[src/rtl/gnpu_pkg.sv]
// Shared types and widths for the gnpu A-operand buffer sequencing logic.
// TMMA_CNT_WIDTH may be overridden on the command line; it defaults to 8.
`ifndef TMMA_CNT_WIDTH
`define TMMA_CNT_WIDTH 8
`endif

package gnpu_pkg;

    typedef enum logic [1:0] {
        EMPTY    = 2'd0,
        FILLING  = 2'd1,
        FULL     = 2'd2,
        DRAINING = 2'd3
    } a_bank_state_e;

    typedef enum logic {
        IDLE  = 1'b0,
        DRAIN = 1'b1
    } a_drain_state_e;

    localparam int TMMA_CNT_W = `TMMA_CNT_WIDTH;

endpackage

[src/rtl/a_buf_bank_fsm.sv]
// Per-bank lifecycle tracker for the A-operand buffer: state plus latched tile length.
//
// state    | meaning
// ---------+--------------------------------------------------------
// EMPTY    | bank free, next beat starts a fill and latches len
// FILLING  | fill in progress, len frozen
// FULL     | tile complete, waiting for the array to be granted it
// DRAINING | array reading the tile; returns to EMPTY on release
module a_buf_bank_fsm
    import gnpu_pkg::*;
#(
    parameter int CNT_W = TMMA_CNT_W
) (
    input  logic             clk,
    input  logic             rst_n,
    input  logic             fill_first,
    input  logic             fill_last,
    input  logic             grant,
    input  logic             release_bank,
    input  logic [CNT_W-1:0] len_in,
    output a_bank_state_e    state,
    output logic [CNT_W-1:0] len
);

    a_bank_state_e state_nx;

    always_ff @(posedge clk or negedge rst_n) begin
        if (!rst_n) begin
            state <= EMPTY;
        end else begin
            state <= state_nx;
        end
    end

    always_comb begin
        state_nx = state;
        case (state)
            EMPTY: begin
                // A 1-row tile completes on its first beat.
                if (fill_last) begin
                    state_nx = FULL;
                end else if (fill_first) begin
                    state_nx = FILLING;
                end
            end
            FILLING:  if (fill_last)    state_nx = FULL;
            FULL:     if (grant)        state_nx = DRAINING;
            DRAINING: if (release_bank) state_nx = EMPTY;
            default:  state_nx = EMPTY;
        endcase
    end

    always_ff @(posedge clk or negedge rst_n) begin
        if (!rst_n) begin
            len <= '0;
        end else if (fill_first) begin
            len <= len_in;
        end
    end

endmodule

[src/rtl/a_buf_pingpong_ctrl.sv]
// Ping-pong sequencer for the two-bank A-operand buffer: fills banks from the load
// stream and drains them to the systolic array. Optional replay via A_BUF_CTRL_REUSE_EN.
module a_buf_pingpong_ctrl
    import gnpu_pkg::*;
#(
    parameter int CNT_W     = `TMMA_CNT_WIDTH,
    parameter int WR_DATA_W = 1,
    parameter int REUSE_W   = 4
) (
    input  logic                 clk,
    input  logic                 rst_n,
    input  logic [CNT_W-1:0]     cfg_tile_len_i,
    input  logic                 ld_valid_i,
    output logic                 ld_ready_o,
    input  logic [WR_DATA_W-1:0] ld_data_i,
    input  logic                 sa_req_i,
    output logic                 sa_gnt_o,
    output logic                 sa_done_o,
    output logic                 wr_a_buf_valid_o,
    output logic                 wr_a_buf_id_o,
    output logic [CNT_W-1:0]     wr_a_buf_addr_o,
    output logic [WR_DATA_W-1:0] wr_a_buf_data_o,
    output logic                 rd_a_buf_valid_o,
    output logic                 rd_a_buf_id_o,
    output logic [CNT_W-1:0]     rd_a_buf_addr_o,
    output logic [1:0]           bank_full_o
`ifdef A_BUF_CTRL_REUSE_EN
    ,
    input  logic [REUSE_W-1:0]   reuse_cnt_i
`endif
);

    a_bank_state_e  bank_state [2];
    logic [CNT_W-1:0] bank_len [2];

    logic             wr_ptr;
    logic [CNT_W-1:0] wr_cnt;
    logic             rd_ptr;
    logic [CNT_W-1:0] rd_cnt;
    logic [REUSE_W-1:0] pass_left;
    logic [REUSE_W-1:0] reuse_val;

    a_drain_state_e drain_st;
    a_drain_state_e drain_nx;

    logic             accept;
    logic             fill_first;
    logic             fill_last;
    logic [CNT_W-1:0] fill_len;
    logic             grant;
    logic             release_bank;
    logic             rd_last_row;

`ifdef A_BUF_CTRL_REUSE_EN
    assign reuse_val = reuse_cnt_i;
`else
    assign reuse_val = '0;
`endif

    for (genvar b = 0; b < 2; b++) begin : g_bank
        a_buf_bank_fsm #(.CNT_W(CNT_W)) u_bank (
            .clk          (clk),
            .rst_n        (rst_n),
            .fill_first   (fill_first && (int'(wr_ptr) == b)),
            .fill_last    (fill_last && (int'(wr_ptr) == b)),
            .grant        (grant && (int'(rd_ptr) == b)),
            .release_bank (release_bank && (int'(rd_ptr) == b)),
            .len_in       (cfg_tile_len_i),
            .state        (bank_state[b]),
            .len          (bank_len[b])
        );
    end

    // Fill side: the first beat of a tile uses the live cfg, later beats the latched length.
    assign ld_ready_o = (bank_state[wr_ptr] == EMPTY) || (bank_state[wr_ptr] == FILLING);
    assign accept     = ld_valid_i && ld_ready_o;
    assign fill_first = accept && (bank_state[wr_ptr] == EMPTY);
    assign fill_len   = fill_first ? cfg_tile_len_i : bank_len[wr_ptr];
    assign fill_last  = accept && (wr_cnt == fill_len);

    always_ff @(posedge clk or negedge rst_n) begin
        if (!rst_n) begin
            wr_ptr           <= 1'b0;
            wr_cnt           <= '0;
            wr_a_buf_valid_o <= 1'b0;
            wr_a_buf_id_o    <= 1'b0;
            wr_a_buf_addr_o  <= '0;
            wr_a_buf_data_o  <= '0;
        end else begin
            wr_a_buf_valid_o <= accept;
            if (accept) begin
                wr_a_buf_id_o   <= wr_ptr;
                wr_a_buf_addr_o <= wr_cnt;
                wr_a_buf_data_o <= ld_data_i;
            end
            if (fill_last) begin
                wr_ptr <= ~wr_ptr;
                wr_cnt <= '0;
            end else if (accept) begin
                wr_cnt <= wr_cnt + CNT_W'(1);
            end
        end
    end

    // Drain side.
    assign rd_last_row = (rd_cnt == bank_len[rd_ptr]);

    always_ff @(posedge clk or negedge rst_n) begin
        if (!rst_n) begin
            drain_st <= IDLE;
        end else begin
            drain_st <= drain_nx;
        end
    end

    always_comb begin
        drain_nx         = drain_st;
        grant            = 1'b0;
        release_bank     = 1'b0;
        sa_gnt_o         = 1'b0;
        sa_done_o        = 1'b0;
        rd_a_buf_valid_o = 1'b0;
        case (drain_st)
            IDLE: begin
                if (sa_req_i && (bank_state[rd_ptr] == FULL)) begin
                    grant    = 1'b1;
                    sa_gnt_o = 1'b1;
                    drain_nx = DRAIN;
                end
            end
            DRAIN: begin
                rd_a_buf_valid_o = 1'b1;
                if (rd_last_row && (pass_left == '0)) begin
                    sa_done_o    = 1'b1;
                    release_bank = 1'b1;
                    drain_nx     = IDLE;
                end
            end
            default: drain_nx = IDLE;
        endcase
    end

    always_ff @(posedge clk or negedge rst_n) begin
        if (!rst_n) begin
            rd_ptr    <= 1'b0;
            rd_cnt    <= '0;
            pass_left <= '0;
        end else begin
            if (grant) begin
                rd_cnt    <= '0;
                pass_left <= reuse_val;
            end else if (drain_st == DRAIN) begin
                // Wrap straight into the next replay pass without a gap.
                if (rd_last_row) begin
                    rd_cnt <= '0;
                    if (pass_left != '0) begin
                        pass_left <= pass_left - REUSE_W'(1);
                    end
                end else begin
                    rd_cnt <= rd_cnt + CNT_W'(1);
                end
            end
            if (release_bank) begin
                rd_ptr <= ~rd_ptr;
            end
        end
    end

    assign rd_a_buf_id_o   = rd_ptr;
    assign rd_a_buf_addr_o = rd_cnt;
    assign bank_full_o     = {bank_state[1] == FULL, bank_state[0] == FULL};

endmodule

[config.mk]
export PLATFORM = sky130hd
export DESIGN_NAME = a_buf_pingpong_ctrl
export DESIGN_NICKNAME = d
export VERILOG_FILES = /design/src/rtl/gnpu_pkg.sv /design/src/rtl/a_buf_bank_fsm.sv /design/src/rtl/a_buf_pingpong_ctrl.sv
export SDC_FILE = /design/constraint.sdc
export NUM_CORES = 1
export LEC_CHECK = 0
export CORE_UTILIZATION = 35
export CTS_CLUSTER_DIAMETER = 80
export DETAILED_ROUTE_END_ITERATION = 8
export GPL_TIMING_DRIVEN = 0
export SLEW_MARGIN = 20
export SYNTH_ARGS = -nofsm -noshare
export SYNTH_HDL_FRONTEND = slang
export SYNTH_SLANG_ARGS = --single-unit
[constraint.sdc]
create_clock -name clk -period 2.6 [get_ports clk]
set_input_delay 0.52 -clock clk [delete_from_list [all_inputs] [get_ports clk]]
set_output_delay 0.52 -clock clk [all_outputs]
set_load 0.03 [all_outputs]
==> results of run 1 <==
## metal layers
metal / vias up / share of wire (%) / global-route usage [%]
li1: 1386 / - / -
met1: 1353 / 46 / 22.9
met2: 54 / 48 / 27.9
met3: 9 / 4.3 / 2.32
met4: 0 / 1.3 / 3.62
met5: - / 0 / 0
## cell usage after synthesis, types with 6 or more instances
library cell  instances
nand4_1               6
nand3_1              16
nor4_1                9
nor2_1               23
clkbuf_1             10
xnor2_1              14
mux2i_1              14
o21ai_0              15
ha_1                 14
a21oi_1               7
inv_1                10
nand2_1              88
dfrtp_1              54
mux2_2                8
## path summary, 6_finish.rpt
path	slack, ns	from	to
setup / recovery	-0.07	ld_valid_i	g_bank[0].u_bank.state[1]
hold / removal	0.25	rst_n	g_bank[0].u_bank.len[2]
setup reg to reg	-0.07	wr_ptr	g_bank[0].u_bank.state[1]
hold reg to reg	0.48	wr_a_buf_addr_o[6]	wr_a_buf_addr_o[6]
max in group asynchronous	1.85	rst_n	g_bank[0].u_bank.state[0]
min in group clk	0.48	wr_a_buf_addr_o[6]	wr_a_buf_addr_o[6]
## worst max-delay path: stages
cell and delay (ns):
clkdlybuf4s15_1 0.30, or4b_4 0.57, buf_6 0.15, a21o_1 0.18
a21oi_2 0.19, o2111ai_4 0.19, nor4_4 0.27, o211ai_2 0.18
mux2_4 0.33
## cell usage in the layout (no fill, tap or decap), types with 11 or more instances in the layout
cell type / n
ha_1: 14
nor2_1: 21
nand2_1: 87
dfrtp_1: 51
o21ai_0: 13
nand3_1: 14
mux2i_1: 11
buf_4: 19
clkdlybuf4s50_1: 34
xnor2_1: 14
## per-stage QoR
stage	setup WS (ns)	instances
after floorplan	0.0498	369
after global placement	-0.954	518
after detailed placement	-1.02	518
after CTS	-0.115	536
after global routing	-0.210	541
final	-0.0734	541
## power groups by stage
stage	Combinational (W)	Sequential [W]	Clock [W]
floorplan	0.00115	0.00151	0
global placement	0.00187	0.00135	0
detailed placement	0.00191	0.00136	0
CTS	0.00218	0.00134	0.000595
global route	0.00249	0.00140	0.000621
finish	0.00230	0.00135	0.000580
## timing repair
action                     4_1_cts  5_1_grt
resized for setup               39       25
gates cloned                     1        0
setup endpoints to repair       15       13
pin swaps                       10        9
buffers inserted                10        8
## flip-flops by register name (all words and copies together) (netlist names)
name and cells:
drain_st 1, g_bank.u_bank.len 16, g_bank.u_bank.state 4, pass_left 4, rd_a_buf_addr_o 8, rd_a_buf_id_o 1
wr_a_buf_addr_o 8, wr_a_buf_data_o 1, wr_a_buf_id_o 1, wr_a_buf_valid_o 1, wr_cnt 8, wr_ptr 1
## logic make-up (layout without fill, tap and decap cells)
family	Yosys count	in the layout	synth area share [%]
compound gates	43	43	8.70
simple gates	185	185	28.5
xor+xnor	19	19	5.03
buf+inv	31	92	4.28
flops	54	54	40.9
mux	23	23	7.30
fa+ha+maj	14	14	5.30
## cell type report
type	instances	area share, %
Multi-Input combinational cell	284	46.2
Inverter	10	0.877
Buffer	17	2.66
Clock inverter	2	0.877
Clock buffer	6	1.70
Timing Repair Buffer	57	12.8
Tap cell	111	3.24
Sequential cell	54	31.7
==> results.md, run 1 <==
* Hold_ws at 0.247 ns
* Gr usage total at 16.7%
* Via/cell ratio at 5.18
* Setup repair after global routing missed its margin: true
* Number of fill cells in the layout at 898
* Power Internal at 0.00246 W
* Share of cells above drive strength 1 at 19.5%
* Post-synth ARST share at 100%
* Share of the core filled with cells at 46.5%
* Max_cap viols at 0
* PD cells at 990 nW/µm²
* Worst Tran Pin Value at 0.700 ns
* Syn Area/Cell at 8.96 µm²
* Post-layout net count at 456
* Dpl hpwl at 5660 µm
* Worst min-delay path class: input port to async pin
* Static leakage at 1.94 nW
* Cells on worst reg2reg path at 8
* H-tree Lvls at 2
* Sequential power share at 31.9%
* Num CTS Buffers at 5
* Critical path endpoint category: register
* RePlAce Congestion at 0.814
* Largest net degree at the start of global routing at 55
* Crit Path Class: input port to register
* Final min period at 2.67 ns
* Row count at 35
* Ys flop type: dfrtp_1
* Residual DRC at 0
* Placed Area at 3840 µm²
* Detailed-route via count at 2802
* Max-slew violation count at 0
* # IOs at 39
* Logic pwr share at 54.4%
* Clock Skews at 0.00984 ns
* Footprint of the multi-input gates at 1980 µm²
* Die area at 9840 µm²
* Worst Path Max Fanout at 6
* Post-synth top area share at 40.9%
* Sequential cell area fraction in the yosys report at 40.9%
* Clock slew at reported path FFs at 0.10 ns
* Count of final hold-check violations at 0
* Worst Slack Setup Final at -0.0734 ns
* First-pass GRT wire length at 13100 µm
* CTS Root Cell: clkbuf_8
* Cell area after synthesis at 3310 µm²
* Yosys warnings at 0
* TritonCTS clock tree: done
* Area Growth Syn to Fin at 29.4%
* Net Sw Frac at 41.9%
* Max Fclk at 374 MHz
* Yosys top cell by area: dfrtp_1
* Clk buf depth at 2
* Initial Utilization at 36.0%
* Max-slew headroom at 53.3%
* Syn Nets at 396
* Number of global-route vias before repair at 2642
* Post-CTS Hold Fix Bufs at 0
* Die Span Y at 99.2 µm
* Post-synth EDFFs at 0
* # clock sinks at 54
* Skew-Pair Late Insertion Delay at 0.31 ns
* Detailed Route Iter0 Violations at 121
* NetSw at 0.00177 W
* GR Overflow Total at 0
* Initial antenna violation count at 0
* Fin area at 4280 µm²
* Antenna viol nets, final at 0
* Final period util at 103%
* Die width at 99.2 µm
* Port Buffers at 38
* Setup violators final at 3
* Drt first pass iters at 4
* Post-synthesis cell type count at 52
* ANT cells at 0
* Routed len/inst at 15.2 µm
* Clock share of power at 13.7%
* Setup crit start kind: input port
* Setup TNS at -0.148 ns
* Pwr Total at 0.00424 W
* Violated checks: negative setup slack
* CP arrival at 2.87 ns
* Post-Syn Instances at 369
* Maximum vdd drop at 313 µV
* Ranking of synthesized cells by area: dfrtp_1, nand2_1, ha_1
* #FFs+latches synth at 54
* Status: finished with violations
* Core Box Area at 9200 µm²
* Overall routed net length at 8220 µm
* Register area at 1360 µm²
* CP Data Required Time at 2.80 ns
Note: power is estimated with default switching activity, not from simulation.
==> run 2, diff against run 1 <==
--- a/config.mk
+++ b/config.mk
@@ -5,10 +5,11 @@
 export SDC_FILE = /design/constraint.sdc
 export NUM_CORES = 1
 export LEC_CHECK = 0
-export CORE_UTILIZATION = 35
+export CORE_UTILIZATION = 51
 export CTS_CLUSTER_DIAMETER = 80
 export DETAILED_ROUTE_END_ITERATION = 8
 export GPL_TIMING_DRIVEN = 0
+export PLACE_DENSITY = 0.77
 export SLEW_MARGIN = 20
 export SYNTH_ARGS = -nofsm -noshare
 export SYNTH_HDL_FRONTEND = slang
==> run 2 against run 1 <==
The run still ends with negative setup slack left. Non-clock buffer count shrank 1. Maximum frequency is 1.1% higher. Critical path depth stayed put. Clock power fell by 3.8%. First-iteration DRC count up 110%. Hold slack worse by 0.0015 ns. Largest cell class unchanged.
==> results.md, run 2 (synthesis gave the netlist of run 1 again) <==
* Clock share of power at 13.5% (was 13.7%)
* Worst min-delay path class: input port to async pin (unchanged)
* Status: finished with violations (unchanged)
* Overall routed net length at 8020 µm (was 8220 µm)
* Max-slew violation count at 0 (unchanged)
* Setup crit start kind: register (was input port)
* Power Internal at 0.00241 W (was 0.00246 W)
* Clock Skews at 0.00685 ns (was 0.00984 ns)
* Port Buffers at 38 (unchanged)
* FF-to-FF setup slack at -0.04 ns (was -0.07 ns)
* CP arrival at 2.84 ns (was 2.87 ns)
* Max_cap viols at 0 (unchanged)
* Detailed Route Iter0 Violations at 258 (was 121)
* CP max stage cell: or4b_4 (unchanged)
* Residual DRC at 0 (unchanged)
* WP buf/inv at 2 (unchanged)
* Sequential power share at 32.3% (was 31.9%)
* Worst Slack Setup Final at -0.0448 ns (was -0.0734 ns)
* Max reg flops at 16 (unchanged)
* Static leakage at 1.92 nW (was 1.94 nW)
* Cells on worst reg2reg path at 9 (was 8)
* CP Data Required Time at 2.79 ns (was 2.80 ns)
* Skew-Pair Late Insertion Delay at 0.30 ns (was 0.31 ns)
* Net Sw Frac at 41.6% (was 41.9%)
* Worst Path Max Fanout at 6 (unchanged)
* Crit. path cell count at 9 (unchanged)
* Most flops, register: g_bank.u_bank.len (unchanged)
* Violated checks: negative setup slack (unchanged)
* Leading cell types in the layout, fill and taps excluded: nand2_1, dfrtp_1, clkdlybuf4s50_1, nor2_1, buf_4 (unchanged)
* Critical-path cell list: buf_6, or4b_4, buf_6, nand4_1, or3b_4, o2111ai_4, nor4_4, o211ai_2, mux2_4 (was clkdlybuf4s15_1, or4b_4, buf_6, a21o_1, a21oi_2, o2111ai_4, nor4_4, o211ai_2, mux2_4)
* Antenna viol nets, final at 0 (unchanged)
* Logic pwr share at 54.2% (was 54.4%)
* First-pass GRT wire length at 12700 µm (was 13100 µm)
* Initial Utilization at 54.2% (was 36.0%)
* Die width at 82.5 µm (was 99.2 µm)
* Worst r2r src: wr_ptr (unchanged)
* Core Box Area at 6100 µm² (was 9200 µm²)
* Final min period at 2.64 ns (was 2.67 ns)
* Crit-path leading delay family: simple AND/OR/NAND/NOR gates (unchanged)
* Detailed-route via count at 2894 (was 2802)
* Most used cell, CP: buf_6
* RePlAce Congestion at 0.858 (was 0.814)
* Initial antenna violation count at 0 (unchanged)
* Post-CTS Hold Fix Bufs at 0 (unchanged)
* Max Fclk at 378 MHz (was 374 MHz)
* Area Growth Syn to Fin at 26.2% (was 29.4%)
* Final period util at 102% (was 103%)
* GR Overflow Total at 0 (unchanged)
* Largest net degree at the start of global routing at 55 (unchanged)
* Gr usage total at 24.7% (was 16.7%)
* Via/cell ratio at 5.74 (was 5.18)
* Maximum vdd drop at 585 µV (was 313 µV)
* Number of global-route vias before repair at 2691 (was 2642)
* Row count at 28 (was 35)
* NetSw at 0.00172 W (was 0.00177 W)
* TritonCTS clock tree: done (unchanged)
* RR Endpoint: g_bank[0].u_bank.state[0] (was g_bank[0].u_bank.state[1])
* Setup TNS at -0.114 ns (was -0.148 ns)
* Clk buf depth at 2 (unchanged)
* # IOs at 39 (unchanged)
* CTS Root Cell: clkbuf_8 (unchanged)
* Dpl hpwl at 5400 µm (was 5660 µm)
* Die Span Y at 82.5 µm (was 99.2 µm)
* Die area at 6810 µm² (was 9840 µm²)
* Num CTS Buffers at 5 (unchanged)
* End of the critical path: g_bank[0].u_bank.state[0] (was g_bank[0].u_bank.state[1])
* Max-slew headroom at 53.7% (was 53.3%)
* Crit path launch: wr_ptr (was ld_valid_i)
* Setup repair after global routing missed its margin: true (unchanged)
* Most common cell after layout, fill and taps aside: nand2_1 (unchanged)
* Share of the core filled with cells at 68.5% (was 46.5%)
* Count of final hold-check violations at 0 (unchanged)
* Drt first pass iters at 4 (unchanged)
* Share of cells above drive strength 1 at 19.1% (was 19.5%)
* Worst Tran Pin Value at 0.695 ns (was 0.700 ns)
* Post-layout net count at 455 (was 456)
* Clock slew at reported path FFs at 0.09 ns (was 0.10 ns)
* # clock sinks at 54 (unchanged)
* Setup violators final at 5 (was 3)
* ANT cells at 0 (unchanged)
* Routed len/inst at 15.9 µm (was 15.2 µm)
* Crit Path Class: register to register (was input port to register)
* Slowest stage delay, CP at 0.59 ns (was 0.57 ns)
* Critical path endpoint category: register (unchanged)
* PD cells at 992 nW/µm² (was 990 nW/µm²)
* H-tree Lvls at 2 (unchanged)
## run 2: through the flow
step                setup WS [ns]  hold slack, ns  cell area [µm²]  instances  total power [W]
floorplan                  0.0498           0.224             3320        369          0.00266
global placement           -0.897           0.461             3800        482          0.00319
detailed placement         -0.933           0.461             3790        482          0.00325
CTS                       -0.0528           0.278             4060        499          0.00402
global route               -0.152           0.305             4170        504          0.00439
finish                    -0.0448           0.246             4170        504          0.00414
## run 2: layout make-up
cell class | count | area, µm²
plain buffers | 18 | 106
clock buffers | 7 | 76.3
clock inverters | 1 | 30.0
fillers | 454 | 1920
inverters | 10 | 37.5
multi-input cells | 284 | 1950
flip-flops and latches | 54 | 1360
well taps | 75 | 93.8
repair buffers | 55 | 526
## run 2: power by group through the flow
stage | Combinational, W | Clock (W) | Sequential (W)
3_5_place_dp | 0.00190 | 0 | 0.00134
5_1_grt | 0.00241 | 0.000606 | 0.00137
2_1_floorplan | 0.00115 | 0 | 0.00151
6_report | 0.00224 | 0.000558 | 0.00134
4_1_cts | 0.00212 | 0.000572 | 0.00133
3_3_place_gp | 0.00185 | 0 | 0.00134
## run 2: how the worst min path moves through the flow
stage	endpoint
global route	drain_st
CTS	pass_left[2]
finish	drain_st
detailed placement	wr_a_buf_addr_o[2]
global placement	wr_a_buf_addr_o[7]
floorplan	drain_st
## run 2: per-layer routing
| metal | up-vias | wire length [µm] | track usage [%] |
|---|---|---|---|
| li1 | 1386 | - | - |
| met1 | 1421 | 3760 | 34.3 |
| met2 | 74 | 3780 | 39.3 |
| met3 | 13 | 348 | 3.41 |
| met4 | 0 | 138 | 9.14 |
| met5 | - | 0 | 0 |
## run 2: what timing repair did
| action | 4_1_cts | 5_1_grt |
|---|---|---|
| gates resized for setup | 36 | 17 |
| pin swaps | 10 | 8 |
| setup endpoints to repair | 16 | 13 |
| buffers inserted | 9 | 7 |
| cloned | 1 | 0 |
## run 2: worst register-to-register path: cells and delay by family (launching register included)
family / cells / cell delay, ns
mux: 1 / 0.32
compound gates: 2 / 0.39
simple gates: 4 / 1.14
buf+inv: 2 / 0.30
flops: 1 / 0.38
==> run 3, diff against run 2 <==
--- a/config.mk
+++ b/config.mk
@@ -5,6 +5,7 @@
 export SDC_FILE = /design/constraint.sdc
 export NUM_CORES = 1
 export LEC_CHECK = 0
+export ABC_CLOCK_PERIOD_IN_PS = 2600
 export CORE_UTILIZATION = 51
 export CTS_CLUSTER_DIAMETER = 80
 export DETAILED_ROUTE_END_ITERATION = 8
==> results of run 3 <==
Final layout, timing and power as in run 2 (identical DEF).
